$ cat src/rtl/gate_div_gen.sv
// Gate-domain reference divider: emits a HIGH_CYCLES-wide gate pulse every DIV_GATE cycles,
// with whole-period +/- DIV_GATE_INCDEC_DELTA trim chosen only at period boundaries.
module gate_div_gen #(
  parameter int unsigned DIV_GATE              = 2000000,
  parameter int unsigned DIV_GATE_INCDEC_DELTA = DIV_GATE / 2000,
  parameter int unsigned HIGH_CYCLES           = 16,
  parameter int unsigned PCNT_WIDTH            = 16,
  parameter int unsigned FF_SYNC_DEPTH         = 2
) (
  input  logic                  i_clk_gate,
  input  logic                  rst_gate,
  input  logic                  i_ctl_en,
  input  logic                  i_ctl_gate_fdec,
  input  logic                  i_ctl_gate_finc,
  output logic                  o_gate,
  output logic                  o_period_start,
  output logic [1:0]            o_trim,
  output logic [PCNT_WIDTH-1:0] o_period_cnt
);

  localparam int unsigned CntW  = $clog2(DIV_GATE + DIV_GATE_INCDEC_DELTA);
  localparam int unsigned HcntW = (HIGH_CYCLES > 1) ? $clog2(HIGH_CYCLES) : 1;

  localparam logic [CntW-1:0]  NNom  = CntW'(DIV_GATE - 1);
  localparam logic [CntW-1:0]  NDec  = CntW'(DIV_GATE + DIV_GATE_INCDEC_DELTA - 1);
  localparam logic [CntW-1:0]  NInc  = CntW'(DIV_GATE - DIV_GATE_INCDEC_DELTA - 1);
  localparam logic [HcntW-1:0] HLoad = HcntW'(HIGH_CYCLES - 1);

  // Bit order per stage: {finc, fdec, en}.
  logic [2:0] sync_q [FF_SYNC_DEPTH];
  logic [2:0] ctl_s;
  logic       en_s, fdec_s, finc_s;

  always_ff @(posedge i_clk_gate or posedge rst_gate) begin
    if (rst_gate) begin
      for (int i = 0; i < FF_SYNC_DEPTH; i++) sync_q[i] <= '0;
    end else begin
      sync_q[0] <= {i_ctl_gate_finc, i_ctl_gate_fdec, i_ctl_en};
      for (int i = 1; i < FF_SYNC_DEPTH; i++) sync_q[i] <= sync_q[i-1];
    end
  end

  assign ctl_s  = sync_q[FF_SYNC_DEPTH-1];
  assign en_s   = ctl_s[0];
  assign fdec_s = ctl_s[1];
  assign finc_s = ctl_s[2];

  logic [CntW-1:0]       cnt_q, cnt_d;
  logic [HcntW-1:0]      hcnt_q, hcnt_d;
  logic                  gate_q, gate_d;
  logic                  start_q, start_d;
  logic [1:0]            trim_q, trim_d;
  logic [PCNT_WIDTH-1:0] pcnt_q, pcnt_d;

  always_comb begin
    cnt_d   = cnt_q;
    hcnt_d  = hcnt_q;
    gate_d  = gate_q;
    start_d = 1'b0;
    trim_d  = trim_q;
    pcnt_d  = pcnt_q;
    if (!en_s) begin
      // Clearing cnt makes the first enabled cycle a boundary.
      cnt_d  = '0;
      hcnt_d = '0;
      gate_d = 1'b0;
    end else if (cnt_q == '0) begin
      case ({finc_s, fdec_s})
        2'b01: begin
          cnt_d  = NDec;
          trim_d = 2'b01;
        end
        2'b10: begin
          cnt_d  = NInc;
          trim_d = 2'b10;
        end
        default: begin
          cnt_d  = NNom;
          trim_d = 2'b00;
        end
      endcase
      hcnt_d  = HLoad;
      gate_d  = 1'b1;
      start_d = 1'b1;
      pcnt_d  = pcnt_q + PCNT_WIDTH'(1);
    end else begin
      cnt_d = cnt_q - CntW'(1);
      if (hcnt_q == '0) begin
        gate_d = 1'b0;
      end else begin
        hcnt_d = hcnt_q - HcntW'(1);
      end
    end
  end

  always_ff @(posedge i_clk_gate or posedge rst_gate) begin
    if (rst_gate) begin
      cnt_q   <= '0;
      hcnt_q  <= '0;
      gate_q  <= 1'b0;
      start_q <= 1'b0;
      trim_q  <= 2'b00;
      pcnt_q  <= '0;
    end else begin
      cnt_q   <= cnt_d;
      hcnt_q  <= hcnt_d;
      gate_q  <= gate_d;
      start_q <= start_d;
      trim_q  <= trim_d;
      pcnt_q  <= pcnt_d;
    end
  end

  assign o_gate         = gate_q;
  assign o_period_start = start_q;
  assign o_trim         = trim_q;
  assign o_period_cnt   = pcnt_q;

endmodule

$ cat config.mk
export PLATFORM = sky130hd
export DESIGN_NAME = gate_div_gen
export DESIGN_NICKNAME = d
export VERILOG_FILES = /design/src/rtl/gate_div_gen.sv
export SDC_FILE = /design/constraint.sdc
export NUM_CORES = 1
export LEC_CHECK = 0
export ABC_AREA = 1
export BUFFER_PORTS_ARGS = -buffer_cell sky130_fd_sc_hd__buf_4
export CAP_MARGIN = 5
export CORE_MARGIN = 2
export CORE_UTILIZATION = 36
export DETAILED_ROUTE_END_ITERATION = 10
export MAX_ROUTING_LAYER = met4
export SYNTH_ARGS = -nofsm -noshare
export SYNTH_HDL_FRONTEND = slang
export SYNTH_SLANG_ARGS = --single-unit
$ cat constraint.sdc
create_clock -name i_clk_gate -period 3.1 [get_ports i_clk_gate]
set_clock_uncertainty 0.15 [all_clocks]
set_input_delay 0 -clock i_clk_gate [delete_from_list [all_inputs] [get_ports i_clk_gate]]
set_output_delay 0 -clock i_clk_gate [all_outputs]
set_load 0.03 [all_outputs]
* Yosys cells after proc, flatten, opt, wreduce, memory -nomap -nowiden
Index checks and enable logic that the tools add are counted.
Storage, ports and cells: register bits 51, bits in latches 0, RAM bits 0, bits in read-only memories 0, input port bits 5, output and inout port bits 20, logic and storage cells 30, memories 0
Operators by class: add/subtract/negate cells 3, multiply operators 0, div/mod/pow operators 0, order comparisons 0, eq/ne operators 4, shifts and indexed selects 0, muxes and demuxes 12, bitwise operators 0, reductions and logical operators 3
Operator list (number):
- $mux W21 | 2
- $pmux W12 S2 | 1
- $logic_not A21 Y1 | 1
- $sub A21 B1 Y21 const B | 1
- $add A16 B1 Y16 const B | 1
- $mux W4 | 3
- $mux W1 | 5
- $logic_not A4 Y1 | 1
- $pmux W2 S2 | 1
- $sub A4 B1 Y4 const B | 1
- $ne A3 B1 Y1 const B | 1
- $ne A3 B3 Y1 const B | 1
- $eq A2 B1 Y1 const B | 1
- $eq A2 B2 Y1 const B | 1
- $reduce_and A2 Y1 | 1

* Logic depth before layout (Yosys ltp)
Gate-level depths: netlist of run 1.
depth after elaboration 4, gate-level depth with buffers 10, gate-level depth less buffers 10

* Worst setup path after synthesis of run 1
OpenSTA, ideal clock, no wires.
path type reg-to-reg, start point register pcnt_q[1], in the netlist o_period_cnt[1], end point register pcnt_q[12], in the netlist o_period_cnt[12], setup time 0.121 ns, data arrival time 1.512 ns, required time 2.829 ns, path slack 1.317 ns, cell stages (with the launch flop) 9, period minus slack after synthesis 1.783 ns, path through dfrtp_1 ha_1 nand2_1 nor2_1 nand2_1 nor2_1 nand3_1 o21ai_1 nand2_1
On the way: longest elaborated chain between the ends 1
RTL lines:
- start, declared | line 53 | logic [PCNT_WIDTH-1:0] pcnt_q, pcnt_d;
- start signal, assigned | line 110 | pcnt_q <= pcnt_d;
- $add A16 B1 Y16 | line 85 | pcnt_d = pcnt_q + PCNT_WIDTH'(1);
Every way passes these cells. A chain may end at the register's enable or synchronous reset.

* Worst setup path in the final report of run 1
start point register cnt_q[0], end point register cnt_q[10]
On the way: longest elaborated chain between the ends 3, elaborated cells on any way between the ends 4
RTL lines:
- start, declared | line 48 | logic [CntW-1:0] cnt_q, cnt_d;
- start signal, assigned | line 105 | cnt_q <= cnt_d;
- $sub A21 B1 Y21 or $logic_not A21 Y1 (tied branches) | line 87, 67
- $mux W21 * | line 67 | end else if (cnt_q == '0) begin
- $mux W21 * | line 62 | if (!en_s) begin
- net cnt_d[10] | line 48
The timed path passes the listed nets; every way through them passes the cells marked *.

==> flow_summary_export.csv, run 1 <==
group,metric,value,unit
placement,gp_congestion,0.8603,
floorplan,die_width,92.79,um
final_layout,fill_cells,799,
timing,rsz0062_at_grt,"false",
logic_synthesis,synth.avg_cell_area,8.108,um2
timing,hold_slack,191.7,ps
logic_synthesis,ys_warn_count,0,
floorplan,die_area,8609,um2
logic_synthesis,post-synth-top-count-cell,"nand2_1",
floorplan,start_util,36.91,%
logic_synthesis,synthCells,350,
critical_path,slowest_delay,380,ps
placement,io_buffer_count,24,
final_layout,utilization,42.06,%
placement,post-dp-hpwl,4182,um
pwr,power.internal,1.580,mW
global_route,grt_max_degree,34,
logic_synthesis,ys.flop_type,"dfrtp_1",
logic_synthesis,ys_types,29,
timing,period_minus_slack,1937,ps
timing,setup_violations,0,
min_path,hp-class,"input pin to flop",
min_path,whs_endpoint,"sync_q[4]",
critical_path,path_common_cell,"nand2_1",
routing,drtIter0Drc,66,
clocking,cts.clk_slew.worst_paths,90,ps
logic_synthesis,synth_top_cell_area_share,44.97,%
pwr,p_sw_share,48.57,%
logic_synthesis,syn_nets,361,
global_route,overflow,0,
pwr,power.switching,1.492,mW
logic_synthesis,yosys-top-cells-area,"dfrtp_1, nand2_1, inv_1, nor2_1, nand3_1",
clocking,cts-buffers-inserted,5,
timing,tightest_slew,701.3,ps
routing,drcViolationCount,0,
clocking,cts_root_buffer,"clkbuf_8",
clocking,htree_levels,2,
min_path,hold_depth,2,
critical_path,worstPathMaxFanout,11,
timing,drv_slew,0,
global_route,grt_use_total,14.73,%
floorplan,placementRows,32,
routing,post_drt_wl_per_cell,11.66,um
pwr,powerDensity,950.2,nW/um2
global_route,grt_pass1_wl,9936,um
final_layout,nets,393,
timing,fin_crit_sh,62.48,%
clocking,cts_resized,0,
routing,via_count,2229,
critical_path,worstPathCellList,"inv_1 -> ha_1 -> nand2_1 -> nor2_4 -> nand3_2 -> nand2_2 -> nand2_1 -> nand2_1 -> inv_1",
logic_synthesis,synth-seq-cells,51,
global_route,antenna_found_initial,0,
logic_synthesis,synth_edf_count,0,
critical_path,arrival,1990,ps
routing,finalWirelength,5632,um
pwr,p_clk_share,11.9,%
clocking,cts-hold-fix-buffers,4,
critical_path,worst_path_max_delay_cell,"dfrtp_1",
timing,clock.fmax,0.5163,GHz
pwr,vdd_drop_max,389.5,uV
critical_path,crit_path_start,"cnt_q[0]",
clocking,clock_latency,300,ps
timing,finalSetupTns,0,ps
floorplan,coreArea,7687,um2
routing,drt-pass1-iter-count,4,
logic_synthesis,async_reset_ff_share,100.0,%
logic_synthesis,yosysSeqAreaShare,44.97,%
min_path,hold_start,"i_ctl_gate_fdec",
final_layout,insertedDiodeCount,0,
pwr,seqPwrFrac,33.3,%
critical_path,rr_endpoint,"cnt_q[10]",
critical_path,reg2reg_depth,9,
logic_synthesis,yosys-top-cells-count,"nand2_1, dfrtp_1, inv_1",
critical_path,end_kind,"flop",
routing,drtAntennaViolNets,0,
routing,routed_via_density,4.615,
floorplan,ios,25,
clocking,post_cts_buffers,0,
critical_path,rrSetupSlack,1160,ps
pwr,share_comb_of_total_power,54.9,%
critical_path,startpoint_type,"flop",
final_layout,syn_to_final_growth,13.93,%
final_layout,drive_above_1_share,18.64,%
status,status,"finished clean",
clocking,clockBufferDepth,2,
critical_path,required,3150,ps
pwr,power.leakage,1.596,nW
global_route,grt_pass1_vias,2205,
logic_synthesis,synthesis.area,2838,um2
floorplan,die_y,92.79,um
logic_synthesis,synth_top_area_cell,"dfrtp_1",
clocking,cts_tree,"done",
critical_path,path_class,"flop to flop",
job,timing.max_cap.violations,0,
timing,worst_slew_margin_rel,53.18,%
clocking,cts.sinks,51,
critical_path,timing.rr.start,"cnt_q[0]",
timing,hold_violations,0,
logic make-up (layout without fill, tap and decap cells):
family | after synthesis | count (layout) | share of synthesized area [%]
AND/OR/NAND/NOR | 194 | 194 | 33.42
flip-flops | 51 | 51 | 44.97
buffers and inverters | 51 | 82 | 7.539
AO/OA/AOI/OAI | 32 | 32 | 6.437
XOR/XNOR | 15 | 15 | 4.630
adder cells (fa/ha/maj) | 6 | 6 | 2.645
multiplexers | 1 | 1 | 0.3527
per-layer routing:
layer | vias up | part of all wire [%] | track usage (%)
met3 | 10 | 3.0 | 2.604
met2 | 30 | 49 | 24.70
met5 | - | 0 | -
met4 | 0 | 1.8 | 4.534
li1 | 1165 | - | -
met1 | 1024 | 46 | 18.19
critical path: cells and delay by family, from the launching register on:
family                   cells  cell delay [ps]
adder cells (fa/ha/maj)      1              190
AND/OR/NAND/NOR              6              960
buffers and inverters        2              150
flip-flops                   1              380
power by group through the flow:
stage | combinational, mW | clock (mW) | sequential [mW]
CTS | 1.70 | 0.379 | 1.02
finish | 1.69 | 0.364 | 1.02
global route | 1.92 | 0.401 | 1.05
detailed placement | 1.69 | 0 | 1.04
floorplan | 1.32 | 0 | 1.07
global placement | 1.68 | 0 | 1.03
area by class of cell:
type / instances / area [um2] / area share [%]
Clock buffer: 5 / 68.82 / 2.128
Clock inverter: 1 / 7.507 / 0.2322
Inverter: 47 / 177.7 / 5.495
Multi-Input combinational cell: 248 / 1348 / 41.68
Sequential cell: 51 / 1276 / 39.47
Tap cell: 102 / 127.6 / 3.947
Timing Repair Buffer: 29 / 227.7 / 7.043
placed cells by master (no fill, tap or decap), drive strengths merged, types with 4 or more instances in the layout:
master       instances
nand2               95
nor2                55
dfrtp               51
inv                 45
nand3               29
buf                 25
o21ai               19
a21oi               12
xor2                 9
nand4                8
nor3                 6
xnor2                6
ha                   6
clkbuf               5
dlygate4sd3          4
worst max path at each step:
stage / end / slack [ps] / depth (start not counted)
finish: cnt_q[10] / 1160 / 9
global route: cnt_q[10] / 950 / 8
CTS: cnt_q[10] / 1170 / 9
detailed placement: cnt_q[10] / 1190 / 9
global placement: cnt_q[10] / 1280 / 9
floorplan: o_period_cnt[12] / 1320 / 8
per-stage QoR:
stage,cells,power (mW),instance area (um2),setup WS [ps]
after floorplan,350,2.391,2838,1317
after global placement,473,2.707,3117,1279
after detailed placement,473,2.721,3117,1192
after CTS,483,3.100,3233,1166
after global routing,483,3.374,3233,950.0
final,483,3.072,3233,1163
flip-flops by register name, summed over array words and instances, names as in the netlist:
signal	flops
o_period_start	1
o_gate	1
cnt_q	21
ctl_s	3
hcnt_q	4
o_period_cnt	16
sync_q	3
o_trim	2
(Power assumes the default switching activity.)
==> inputs of run 2 (changes only) <==
--- a/config.mk
+++ b/config.mk
@@ -5,7 +5,7 @@
 export SDC_FILE = /design/constraint.sdc
 export NUM_CORES = 1
 export LEC_CHECK = 0
-export ABC_AREA = 1
+export ABC_AREA = 0
 export BUFFER_PORTS_ARGS = -buffer_cell sky130_fd_sc_hd__buf_4
 export CAP_MARGIN = 5
 export CORE_MARGIN = 2
==> constraint.sdc (replaced) <==
create_clock -name i_clk_gate -period 1.76 [get_ports i_clk_gate]
set_clock_uncertainty 0.15 [all_clocks]
set_input_delay 0 -clock i_clk_gate [delete_from_list [all_inputs] [get_ports i_clk_gate]]
set_output_delay 0 -clock i_clk_gate [all_outputs]
set_load 0.03 [all_outputs]
==> flow_summary_export.csv, run 2 <==
group,metric,value,unit
timing,period_minus_slack,2264,ps
logic_synthesis,syn_nets,238,
routing,drtIter0Drc,108,
placement,post-dp-hpwl,3966,um
critical_path,arrival,2330,ps
timing,fin_crit_sh,128.6,%
floorplan,die_width,87.73,um
final_layout,final_cells,423,
timing,setup_violations,45,
critical_path,end_kind,"flop",
critical_path,required,1830,ps
floorplan,die_area,7696,um2
global_route,grt_max_degree,52,
pwr,power.internal,4.334,mW
min_path,hp-class,"input pin to async pin",
routing,routed_via_density,4.969,
logic_synthesis,synth_top_cell_area_share,50.57,%
pwr,p_clk_share,13.8,%
logic_synthesis,synth-seq-cells,51,
timing,clock.fmax,0.4417,GHz
routing,post_drt_wl_per_cell,15.03,um
global_route,grt_pass1_wl,10250,um
logic_synthesis,yosys-top-cells-count,"dfrtp_1, xor2_1, a21oi_1",
critical_path,startpoint_type,"flop",
routing,drcViolationCount,0,
logic_synthesis,synthCells,227,
final_layout,insertedDiodeCount,0,
pwr,powerDensity,1884,nW/um2
floorplan,ios,25,
logic_synthesis,yosysSeqAreaShare,50.57,%
routing,wl_met2,3145,um
pwr,vdd_drop_max,1029,uV
clocking,htree_levels,2,
logic_synthesis,ys_types,45,
logic_synthesis,synth.avg_cell_area,11.12,um2
clocking,cts.clk_slew.worst_paths,110,ps
job,timing.max_cap.violations,0,
clocking,cts-buffers-inserted,5,
logic_synthesis,ys_warn_count,0,
logic_synthesis,synthesis.area,2524,um2
logic_synthesis,yosys-top-cells-area,"dfrtp_1, xor2_1, a21oi_1, ha_1, xnor2_1",
timing,fin_ws,-504.1,ps
final_layout,nets,337,
critical_path,path_class,"flop to flop",
timing,rsz0062_at_grt,"true",
critical_path,worstPathMaxFanout,4,
floorplan,die_y,87.73,um
routing,met3_wirelength,177,um
timing,drv_slew,0,
routing,topRoutingLayerUsed,"met4",
logic_synthesis,synth_edf_count,0,
pwr,p_sw_share,40.68,%
clocking,cts.sinks,51,
clocking,cts_root_buffer,"clkbuf_8",
floorplan,coreArea,6794,um2
global_route,grt_pass1_vias,2149,
final_layout,drive_above_1_share,49.85,%
global_route,overflow,0,
final_layout,final_common_cell,"buf_4",
global_route,antenna_found_initial,0,
placement,io_buffer_count,24,
routing,drt-pass1-iter-count,4,
pwr,seqPwrFrac,22.8,%
routing,drtAntennaViolNets,0,
routing,finalWirelength,6358,um
critical_path,reg2reg_depth,7,
pwr,power.switching,2.972,mW
clocking,clock_latency,320,ps
placement,placedCellCount,396,
logic_synthesis,post-synth-top-count-cell,"dfrtp_1",
pwr,power.leakage,1.837,nW
clocking,clockBufferDepth,2,
final_layout,largest_reg_flops,21,
final_layout,final_cell_mix,"buf_4, dfrtp_1, xor2_1, a21oi_2, buf_6",
timing,hold_violations,0,
pwr,power,7.306,mW
floorplan,placementRows,30,
logic_synthesis,synth_top_area_cell,"dfrtp_1",
clocking,cts_tree,"done",
timing,tightest_slew,406.9,ps
routing,met1Wirelength,2948,um
placement,placed_cell_area,3306,um2
global_route,grt_use_total,17.78,%
floorplan,start_util,37.15,%
placement,gp_congestion,0.8215,
final_layout,final_area,3877,um2
logic_synthesis,async_reset_ff_share,100.0,%
logic_synthesis,ys.flop_type,"dfrtp_1",
placement,place_ws,-528.1,ps
timing,worst_slew_margin_rel,72.64,%
status,status,"complete, but fails checks",
pwr,share_comb_of_total_power,63.4,%
status,failed_checks,"negative setup slack",
final_layout,syn_to_final_growth,53.64,%
final_layout,top_register,"cnt_q",
routing,via_count,2102,
[run 2: layout make-up]
class                      count  area (um2)
clock inverter                 3       71.32
fill                         567        2917
multi-input combinational    158        1471
tap                           96       120.1
timing repair buffer          98       823.3
clock buffer                   5       68.82
sequential                    51        1277
inverter                      12       45.04
[run 2: final timing paths]
kind,from,to,slack (ps)
setup / recovery,cnt_q[18],cnt_q[20],-500
hold / removal,rst_gate,cnt_q[9],120
setup reg to reg,cnt_q[18],cnt_q[20],-500
hold reg to reg,sync_q[4],ctl_s[1],200
max in group asynchronous,rst_gate,cnt_q[0],1090
min in group i_clk_gate,i_ctl_en,sync_q[3],180
[run 2: layer usage]
layer / GRT usage, % / up-vias
li1: - / 1033
met1: 22.22 / 1033
met2: 29.82 / 29
met3: 2.828 / 7
met4: 5.035 / 0
met5: - / -
[run 2: power by group through the flow]
stage / sequential [mW] / clock (mW) / combinational, mW
floorplan: 1.77 / 0 / 1.92
global placement: 1.64 / 0 / 3.32
detailed placement: 1.65 / 0 / 3.37
CTS: 1.65 / 1.03 / 4.12
global route: 1.71 / 1.09 / 4.94
finish: 1.66 / 1.01 / 4.63
[run 2: worst max-delay path, cell delays in order (launching register included)]
cell,delay (ps)
dfrtp_1,400
or4_4,580
buf_6,150
nor4_4,290
buf_4,210
buf_6,100
a31oi_1,70
a311oi_1,220
[run 2: through the flow]
step	TNS, ps	utilization, %	hold WS [ps]
after detailed placement	-19460	48.66	-74.42
after global routing	-22470	57.07	147.8
after floorplan	-15400	-	-118.6
after global placement	-18580	48.66	-75.30
final	-20120	57.07	123.3
after CTS	-19070	54.53	131.8
[run 2: logic make-up after synthesis]
kind of cell | count (synthesis) | share of synthesized area (%)
simple gates | 80 | 22.06
flops | 51 | 50.57
buf+inv | 21 | 3.718
xor+xnor | 26 | 9.023
mux | 3 | 1.339
fa+ha+maj | 6 | 2.975
compound gates | 40 | 10.31
[run 2: what timing repair did]
item                                    CTS  global route
resized for setup                        34            22
gates cloned                              3             0
endpoints found under the setup margin   45            45
hold buffers                              4             0
buffers inserted                          5             7
endpoints found under the hold margin    54             0
pin swaps                                30            11
==> inputs of run 3 (changes only) <==
--- a/config.mk
+++ b/config.mk
@@ -6,11 +6,11 @@
 export NUM_CORES = 1
 export LEC_CHECK = 0
 export ABC_AREA = 0
-export BUFFER_PORTS_ARGS = -buffer_cell sky130_fd_sc_hd__buf_4
 export CAP_MARGIN = 5
 export CORE_MARGIN = 2
 export CORE_UTILIZATION = 36
 export DETAILED_ROUTE_END_ITERATION = 10
+export DONT_BUFFER_PORTS = 1
 export MAX_ROUTING_LAYER = met4
 export SYNTH_ARGS = -nofsm -noshare
 export SYNTH_HDL_FRONTEND = slang
==> flow_summary_export.csv, run 3 (synthesis results as in run 2) <==
group,metric,value,unit
final_layout,drive_above_1_share,47.96,%
timing,hold_violations,0,
global_route,grt_pass1_vias,2081,
min_path,hp-class,"input pin to flop",
status,failed_checks,"negative setup slack",
job,timing.max_cap.violations,0,
floorplan,ios,25,
timing,setup_violations,45,
final_layout,utilization,55.34,%
critical_path,startpoint_type,"flop",
clocking,cts-buffers-inserted,5,
status,status,"complete, but fails checks",
final_layout,largest_reg_flops,21,
pwr,powerDensity,1862,nW/um2
routing,post_drt_wl_per_cell,14.73,um
placement,gp_congestion,0.7631,
pwr,power.leakage,1.770,nW
final_layout,syn_to_final_growth,48.98,%
final_layout,nets,329,
floorplan,die_area,7696,um2
global_route,gr-usage-met3,3.205,%
global_route,grt_max_degree,52,
global_route,use_met2,27.07,%
timing,tightest_slew,647.6,ps
clocking,cts.clk_slew.worst_paths,100,ps
clocking,cts.sinks,51,
floorplan,start_util,37.15,%
clocking,htree_levels,2,
floorplan,die_width,87.73,um
floorplan,placementRows,30,
clocking,clockBufferDepth,2,
critical_path,path_class,"flop to flop",
timing,worst_slew_margin_rel,56.82,%
timing,finalSetupTns,-18610,ps
timing,fin_crit_sh,126.8,%
timing,fin_ws,-472.3,ps
global_route,overflow,0,
critical_path,arrival,2320,ps
clocking,cts_tree,"done",
routing,drtIter0Drc,103,
timing,clock.fmax,0.4480,GHz
pwr,vdd_drop_max,993.7,uV
final_layout,insertedDiodeCount,0,
floorplan,die_y,87.73,um
critical_path,required,1850,ps
final_layout,top_register,"cnt_q",
global_route,grt_busiest_layer,"met2",
global_route,antenna_found_initial,0,
critical_path,end_kind,"flop",
clocking,clock_latency,310,ps
critical_path,worstPathMaxFanout,5,
routing,drtAntennaViolNets,0,
timing,drv_slew,0,
floorplan,coreArea,6794,um2
placement,io_buffer_count,0,
routing,drt-pass1-iter-count,4,
placement,post-dp-hpwl,3907,um
global_route,grt_pass1_wl,10230,um
routing,finalWirelength,6113,um
routing,via_count,2060,
timing,rsz0062_at_grt,"true",
global_route,grt_use_total,17.39,%
routing,drcViolationCount,0,
routing,routed_via_density,4.964,
final_layout,final_cell_mix,"buf_4, dfrtp_1, xor2_1, a21oi_2, buf_6",
final_layout,final_common_cell,"buf_4",
timing,period_minus_slack,2232,ps
global_route,met1_usage,23.95,%
clocking,cts_root_buffer,"clkbuf_8",
## run 3: layer usage
metal	vias up	part of all wire [%]
met5	-	0
met4	0	1.2
met3	6	2.3
met2	26	49
met1	1016	48
li1	1012	-
## run 3: layout make-up
cell class                 instances  area (um2)
tap                               96       120.1
timing repair buffer              90       743.2
fill                             581        3034
multi-input combinational        158        1479
sequential                        51        1276
clock buffer                       6       82.58
inverter                          12       45.04
clock inverter                     2       13.76
## run 3: worst paths after layout
path                            slack, ps  cells past startpoint          endpoint       startpoint
min in group asynchronous             160                      3   o_period_cnt[6]         rst_gate
worst min-delay path                  100                      1         sync_q[4]  i_ctl_gate_fdec
worst max-delay path                 -470                      5  o_period_cnt[11]        cnt_q[12]
worst max register to register       -470                      5  o_period_cnt[11]        cnt_q[12]
worst min register to register        210                      0          ctl_s[0]        sync_q[3]
max in group asynchronous             860                      3         cnt_q[16]         rst_gate
## run 3: where the power goes
part           leakage [nW]  total [mW]  switching (mW)  internal (mW)
sequential            0.677        1.71           0.275           1.43
combinational          1.04        4.57            2.23           2.34
clock                0.0516       0.729           0.407          0.323
## run 3: critical path, stage by stage (launching register included)
cell	delay [ps]
dfrtp_1	400
or4_4	570
buf_4	160
or4_4	530
nor3_4	220
xnor2_1	130
## run 3: repair_timing
item	4_1_cts	5_1_grt
pin swaps	20	17
hold endpoints to repair	54	0
setup endpoints to repair	45	45
hold buffers	4	0
gates resized for setup	28	26
cloned	3	0
buffers inserted	9	2
## run 3: through the flow
step                      setup WS (ps)  instances  cell area (um2)  hold slack (ps)  power, mW
after floorplan                  -494.0        227             2608           -118.6      3.687
after global placement           -508.9        389             3228           -118.5      4.818
after detailed placement         -531.0        389             3228           -118.5      4.893
after CTS                        -469.8        413             3595            83.06      6.522
after global routing             -554.5        415             3760            78.15      7.474
final                            -472.3        415             3760            95.40      7.001
